==> src/rtl/instruction_fetch_pkg.sv <==
// Shared definitions for the MIPS instruction-fetch stage.
//   PC_SIZE_DEFAULT            default PC / instruction / address width
//   WORD_SIZE_IN_BYTES_DEFAULT default instruction size in bytes (PC step)
//   MEM_SIZE_IN_WORDS_DEFAULT  default instruction memory depth
//   NOP                        all-zero instruction word
//   pc_src_e                   next-PC source select
//   addr_width()               index width for a memory of a given depth
package instruction_fetch_pkg;

  localparam int unsigned PC_SIZE_DEFAULT            = 32;
  localparam int unsigned WORD_SIZE_IN_BYTES_DEFAULT = 4;
  localparam int unsigned MEM_SIZE_IN_WORDS_DEFAULT  = 10;

  localparam logic [PC_SIZE_DEFAULT-1:0] NOP = 32'h0;

  typedef enum logic {
    PC_SRC_SEQ     = 1'b0,
    PC_SRC_NOT_SEQ = 1'b1
  } pc_src_e;

  function automatic int unsigned addr_width(input int unsigned depth);
    return (depth > 1) ? $clog2(depth) : 1;
  endfunction

endpackage

==> src/rtl/instruction_memory.sv <==
// Loadable instruction memory for the fetch stage.
// A loader appends words sequentially through the write port; the fetch side
// reads one word combinationally by word index.
// Configuration macro: IF_FETCH_BOUNDS_CHECK_EN
//   defined   -> index >= MEM_SIZE_IN_WORDS reads as NOP
//   undefined -> index wraps modulo MEM_SIZE_IN_WORDS
// Ports:
//   i_clk        clock, rising edge
//   i_reset      synchronous active-high reset (clears words and pointer)
//   i_write_mem  append i_data at the loader pointer (ignored when full)
//   i_clear_mem  clear all words and the loader pointer (beats write)
//   i_data       loader data word
//   i_word_index fetch word index
//   o_data       word at i_word_index (combinational)
//   o_full_mem   loader pointer == MEM_SIZE_IN_WORDS
//   o_empty_mem  loader pointer == 0
module instruction_memory
  import instruction_fetch_pkg::*;
#(
  parameter int unsigned PC_SIZE           = PC_SIZE_DEFAULT,
  parameter int unsigned MEM_SIZE_IN_WORDS = MEM_SIZE_IN_WORDS_DEFAULT
) (
  input  logic               i_clk,
  input  logic               i_reset,
  input  logic               i_write_mem,
  input  logic               i_clear_mem,
  input  logic [PC_SIZE-1:0] i_data,
  input  logic [PC_SIZE-1:0] i_word_index,
  output logic [PC_SIZE-1:0] o_data,
  output logic               o_full_mem,
  output logic               o_empty_mem
);

  localparam int unsigned ADDR_W = addr_width(MEM_SIZE_IN_WORDS);
  localparam int unsigned PTR_W  = $clog2(MEM_SIZE_IN_WORDS + 1);

  logic [PC_SIZE-1:0] mem [MEM_SIZE_IN_WORDS];
  logic [PTR_W-1:0]   ptr;

  assign o_full_mem  = (ptr == PTR_W'(MEM_SIZE_IN_WORDS));
  assign o_empty_mem = (ptr == '0);

  always_ff @(posedge i_clk) begin
    if (i_reset || i_clear_mem) begin
      for (int unsigned i = 0; i < MEM_SIZE_IN_WORDS; i++) begin
        mem[i] <= '0;
      end
      ptr <= '0;
    end else if (i_write_mem && !o_full_mem) begin
      mem[ADDR_W'(ptr)] <= i_data;
      ptr               <= ptr + PTR_W'(1);
    end
  end

`ifdef IF_FETCH_BOUNDS_CHECK_EN
  always_comb begin
    o_data = PC_SIZE'(NOP);
    if (i_word_index < PC_SIZE'(MEM_SIZE_IN_WORDS)) begin
      o_data = mem[ADDR_W'(i_word_index)];
    end
  end
`else
  // Wrap keeps every PC mapped onto a real word without a range check.
  always_comb begin
    o_data = mem[ADDR_W'(i_word_index % PC_SIZE'(MEM_SIZE_IN_WORDS))];
  end
`endif

endmodule

==> src/rtl/instruction_fetch.sv <==
// MIPS pipeline IF stage: PC register, next-PC select, PC adder, flush mux and
// a loadable instruction memory.
// Configuration macro: IF_FETCH_BOUNDS_CHECK_EN (see instruction_memory).
// Ports:
//   i_clk              clock, rising edge
//   i_reset            synchronous active-high reset
//   i_halt             1 = freeze PC
//   i_not_load         1 = hazard stall, PC not loaded
//   i_enable           1 = stage runs
//   i_next_pc_src      0 = i_next_seq_pc, 1 = i_next_not_seq_pc
//   i_write_mem        append i_instruction to memory
//   i_clear_mem        clear memory and loader pointer
//   i_flush            output NOP instead of fetched word
//   i_instruction      loader data word
//   i_next_not_seq_pc  branch/jump target
//   i_next_seq_pc      sequential next PC fed back from the pipeline
//   o_full_mem         memory full
//   o_empty_mem        memory empty
//   o_instruction      word at PC (combinational)
//   o_next_seq_pc      PC + WORD_SIZE_IN_BYTES (combinational)
module instruction_fetch
  import instruction_fetch_pkg::*;
#(
  parameter int unsigned PC_SIZE            = PC_SIZE_DEFAULT,
  parameter int unsigned WORD_SIZE_IN_BYTES = WORD_SIZE_IN_BYTES_DEFAULT,
  parameter int unsigned MEM_SIZE_IN_WORDS  = MEM_SIZE_IN_WORDS_DEFAULT
) (
  input  logic               i_clk,
  input  logic               i_reset,
  input  logic               i_halt,
  input  logic               i_not_load,
  input  logic               i_enable,
  input  logic               i_next_pc_src,
  input  logic               i_write_mem,
  input  logic               i_clear_mem,
  input  logic               i_flush,
  input  logic [PC_SIZE-1:0] i_instruction,
  input  logic [PC_SIZE-1:0] i_next_not_seq_pc,
  input  logic [PC_SIZE-1:0] i_next_seq_pc,
  output logic               o_full_mem,
  output logic               o_empty_mem,
  output logic [PC_SIZE-1:0] o_instruction,
  output logic [PC_SIZE-1:0] o_next_seq_pc
);

  logic [PC_SIZE-1:0] pc;
  logic [PC_SIZE-1:0] next_pc;
  logic [PC_SIZE-1:0] word_index;
  logic [PC_SIZE-1:0] fetched;
  logic               pc_load;
  pc_src_e            pc_src;

  assign pc_src  = pc_src_e'(i_next_pc_src);
  assign pc_load = i_enable && !i_halt && !i_not_load;

  always_comb begin
    next_pc = i_next_seq_pc;
    if (pc_src == PC_SRC_NOT_SEQ) begin
      next_pc = i_next_not_seq_pc;
    end
  end

  always_ff @(posedge i_clk) begin
    if (i_reset) begin
      pc <= '0;
    end else if (pc_load) begin
      pc <= next_pc;
    end
  end

  // Division drops the byte-offset bits of the PC.
  assign word_index    = pc / PC_SIZE'(WORD_SIZE_IN_BYTES);
  assign o_next_seq_pc = pc + PC_SIZE'(WORD_SIZE_IN_BYTES);

  always_comb begin
    o_instruction = fetched;
    if (i_flush) begin
      o_instruction = PC_SIZE'(NOP);
    end
  end

  instruction_memory #(
    .PC_SIZE           (PC_SIZE),
    .MEM_SIZE_IN_WORDS (MEM_SIZE_IN_WORDS)
  ) u_instruction_memory (
    .i_clk        (i_clk),
    .i_reset      (i_reset),
    .i_write_mem  (i_write_mem),
    .i_clear_mem  (i_clear_mem),
    .i_data       (i_instruction),
    .i_word_index (word_index),
    .o_data       (fetched),
    .o_full_mem   (o_full_mem),
    .o_empty_mem  (o_empty_mem)
  );

endmodule

==> config.mk <==
export PLATFORM = sky130hd
export DESIGN_NAME = instruction_fetch
export DESIGN_NICKNAME = d
export VERILOG_FILES = /design/src/rtl/instruction_fetch_pkg.sv /design/src/rtl/instruction_memory.sv /design/src/rtl/instruction_fetch.sv
export SDC_FILE = /design/constraint.sdc
export NUM_CORES = 1
export LEC_CHECK = 0
export ABC_AREA = 1
export BUFFER_PORTS_ARGS = -buffer_cell sky130_fd_sc_hd__buf_2
export CAP_MARGIN = 20
export CORE_AREA = 3 3 216 218
export DETAILED_ROUTE_END_ITERATION = 10
export DIE_AREA = 0 0 219 221
export PLACE_DENSITY = 0.82
export SETUP_SLACK_MARGIN = 0.02
export SLEW_MARGIN = 20
export SYNTH_ARGS = -nofsm -noshare
export SYNTH_HDL_FRONTEND = slang
export SYNTH_SLANG_ARGS = --single-unit
==> constraint.sdc <==
create_clock -name i_clk -period 14.21 [get_ports i_clk]
set_clock_uncertainty 0.15 [all_clocks]
set_input_delay 0.7105 -clock i_clk [delete_from_list [all_inputs] [get_ports i_clk]]
set_output_delay 0.7105 -clock i_clk [all_outputs]
set_load 0.01 [all_outputs]
==> out/results.txt <==
Port bufs - 170
Compound-gate portion of the synthesized area - 2.83%
Post-layout min period - 12.89 ns
Most common cell in the netlist - nand2_1
Vias in the first global route - 21100
Nets - 3043
Final hold slack - 0.240 ns
Synth Area in Simple Gates - 24.5%
Slew headroom - 26.8%
Vias - 21800
Core area - 45100 um2
CTS tree - built
Fill cells - 3245
Final Max Slew Viols - 0
Max Cap Viol - 0
Xor and xnor area share after synthesis - 0.925%
Endpoints failing setup - 0
Most common cell on crit path - nand2_2
Ys flop type - edfxtp_1
Post-Syn Area - 27300 um2
Fmax - 0.0776 GHz
CTS H-tree lvls - 2
Number of CTS-inserted buffers - 55
Startpoint class of the critical path - flip-flop
Synth cell types - 37
Final-report hold violation count - 0
Yosys warns - 0
Initial Util - 60.6%
Via/cell ratio - 6.09
Status - completed
Slew @ Worst Pin - 1.09 ns
Longest Clk Path Bufs - 3
Post-synth ARST share - 0%
First-pass DRT Iterations - 8
Reg area - 16100 um2
First-pass GRT wire length - 116 mm
Slowest cell on the critical path - dfxtp_1
Top post-synthesis cells by area - edfxtp_1 (56%), nand2_1 (7.6%), mux2i_1 (7.0%), nor2_1 (6.8%), nand3_1 (6.3%)
Clock slew at reported path FFs - 0.06 ns
DIE AREA - 48400 um2
Synth Area in Adders - 0.320%
Core Util, Final - 68.2%
Setup crit end kind - output port
Avg Inst Size Synth - 9.78 um2
I/O pin cnt - 171
Cells after synthesis - 2795
Layout area overhead - 12.5%
Gr usage total - 30.9%
Largest net degree at the start of global routing - 153
Initial drt markers - 3061
WP data required - 13.35 ns
WS Path Type - reg2out
Hold buffer count at CTS - 0
Top post-synthesis cells by count - nand2_1 (554), edfxtp_1 (512), nor2_1 (497)
Main combinational cell family by area after synthesis - simple AND/OR/NAND/NOR gates
Hold crit path type - in2reg
Post-Syn Nets - 2907
Clock sinks - 548
RSZ-0062 raised after global routing - yes
Max FO, Critical Path - 33
Grt ovf - 0
Max incr delay on CP - 0.39 ns
Tcrit/Tclk final - 90.7%
Post-synth top area cell - edfxtp_1
Critical path arrival - 12.03 ns
Half-perimeter wire length after placement - 43.2 mm
EDFF count, synth - 512
Area of the multi-input gates - 9900 um2
Diode count - 0
Wire per inst - 21.7 um
GPL Wtd Cong - 0.897
Root buffer cell - clkbuf_16
Seq/Total Area, Yosys - 58.9%
DRC violations left - 0
Layout cells sized above 1 - 16.5%
Routed Antenna Nets - 0
Initial antenna violation count - 2
Synth top area share - 56.2%
Die W - 219 um
Later-pin clock latency in the skew report - 0.62 ns
Total Wirelength - 77.7 mm
Post-synthesis mux area share - 7.03%
Die boundary height - 221 um
# rows - 78
Yosys reg bits - 548
## layout make-up
class,instances,share of cell area (%)
timing repair buffer,224,4.48
clock buffer,63,4.57
tap,600,2.44
clock inverter,40,1.27
inverter,212,2.65
multi-input combinational,1890,32.2
sequential,548,52.4
## state kept, by name (all words and copies together), names as in the netlist
register / cells
u_instruction_memory.mem: 512
pc: 32
u_instruction_memory.ptr: 4
## stage by stage
step	TNS [ns]	worst slack [ns]	cells	area (um2)
CTS	0	0.876	3557	30400
global route	-0.00261	-0.00261	3577	30700
detailed placement	0	1.57	3454	28600
global placement	0	2.44	3454	28600
finish	0	1.32	3577	30700
floorplan	0	3.96	2795	27300
## placed cells by master (no fill, tap or decap), types with 30 or more instances in the layout
master	netlist	routed
nand2_1	554	546
edfxtp_1	512	512
nor2_1	497	487
nand3_1	342	342
mux2i_1	192	192
inv_1	172	171
buf_2	38	170
nand2_2	82	88
a211oi_1	64	64
clkbuf_16	0	57
buf_4	12	44
dfxtp_1	36	33
inv_2	30	30
## kinds of logic (layout without fill, tap and decap cells)
logic type | count (synthesis) | after routing
and+or+nand+nor | 1543 | 1544
muxes | 192 | 192
AOI/OAI and AO/OA | 116 | 119
xor gates and xnor gates | 28 | 28
buffers and inverters | 361 | 539
DFF | 548 | 548
adders and majority gates | 7 | 7
## routing by layer
metal	part of all wire, %	GRT usage (%)	up-vias
met5	0.035	0	-
met4	3.3	10.6	4
met3	13	8.12	241
met2	47	49.8	1534
met1	36	40.8	10300
li1	-	-	9727
## final timing paths
kind | start | to | slack [ns] | depth (start not counted)
min reg2reg | pc[0] | pc[0] | 0.31 | 2
max | pc[29] | o_instruction[23] | 1.32 | 111
min | i_write_mem | u_instruction_memory.ptr[3] | 0.24 | 4
max reg2reg | u_instruction_memory.ptr[3] | u_instruction_memory.mem[1][20] | 9.21 | 13
## repair_timing
item | 4_1_cts | 5_1_grt
endpoints found under the setup margin | 0 | 32
gates resized for setup | 0 | 36
buffers inserted | 0 | 14
## critical path: cells and delay by family (launching register included)
| kind | cells | cell delay [ns] |
|---|---|---|
| XOR/XNOR | 1 | 0.15 |
| buffers and inverters | 12 | 1.35 |
| AND/OR/NAND/NOR | 97 | 9.28 |
| flip-flops | 1 | 0.39 |
| AO/OA/AOI/OAI | 1 | 0.10 |
Power is left out: the tool's default activity adds up to more than one toggle a clock period on the data nets, which glitch-free logic cannot reach.
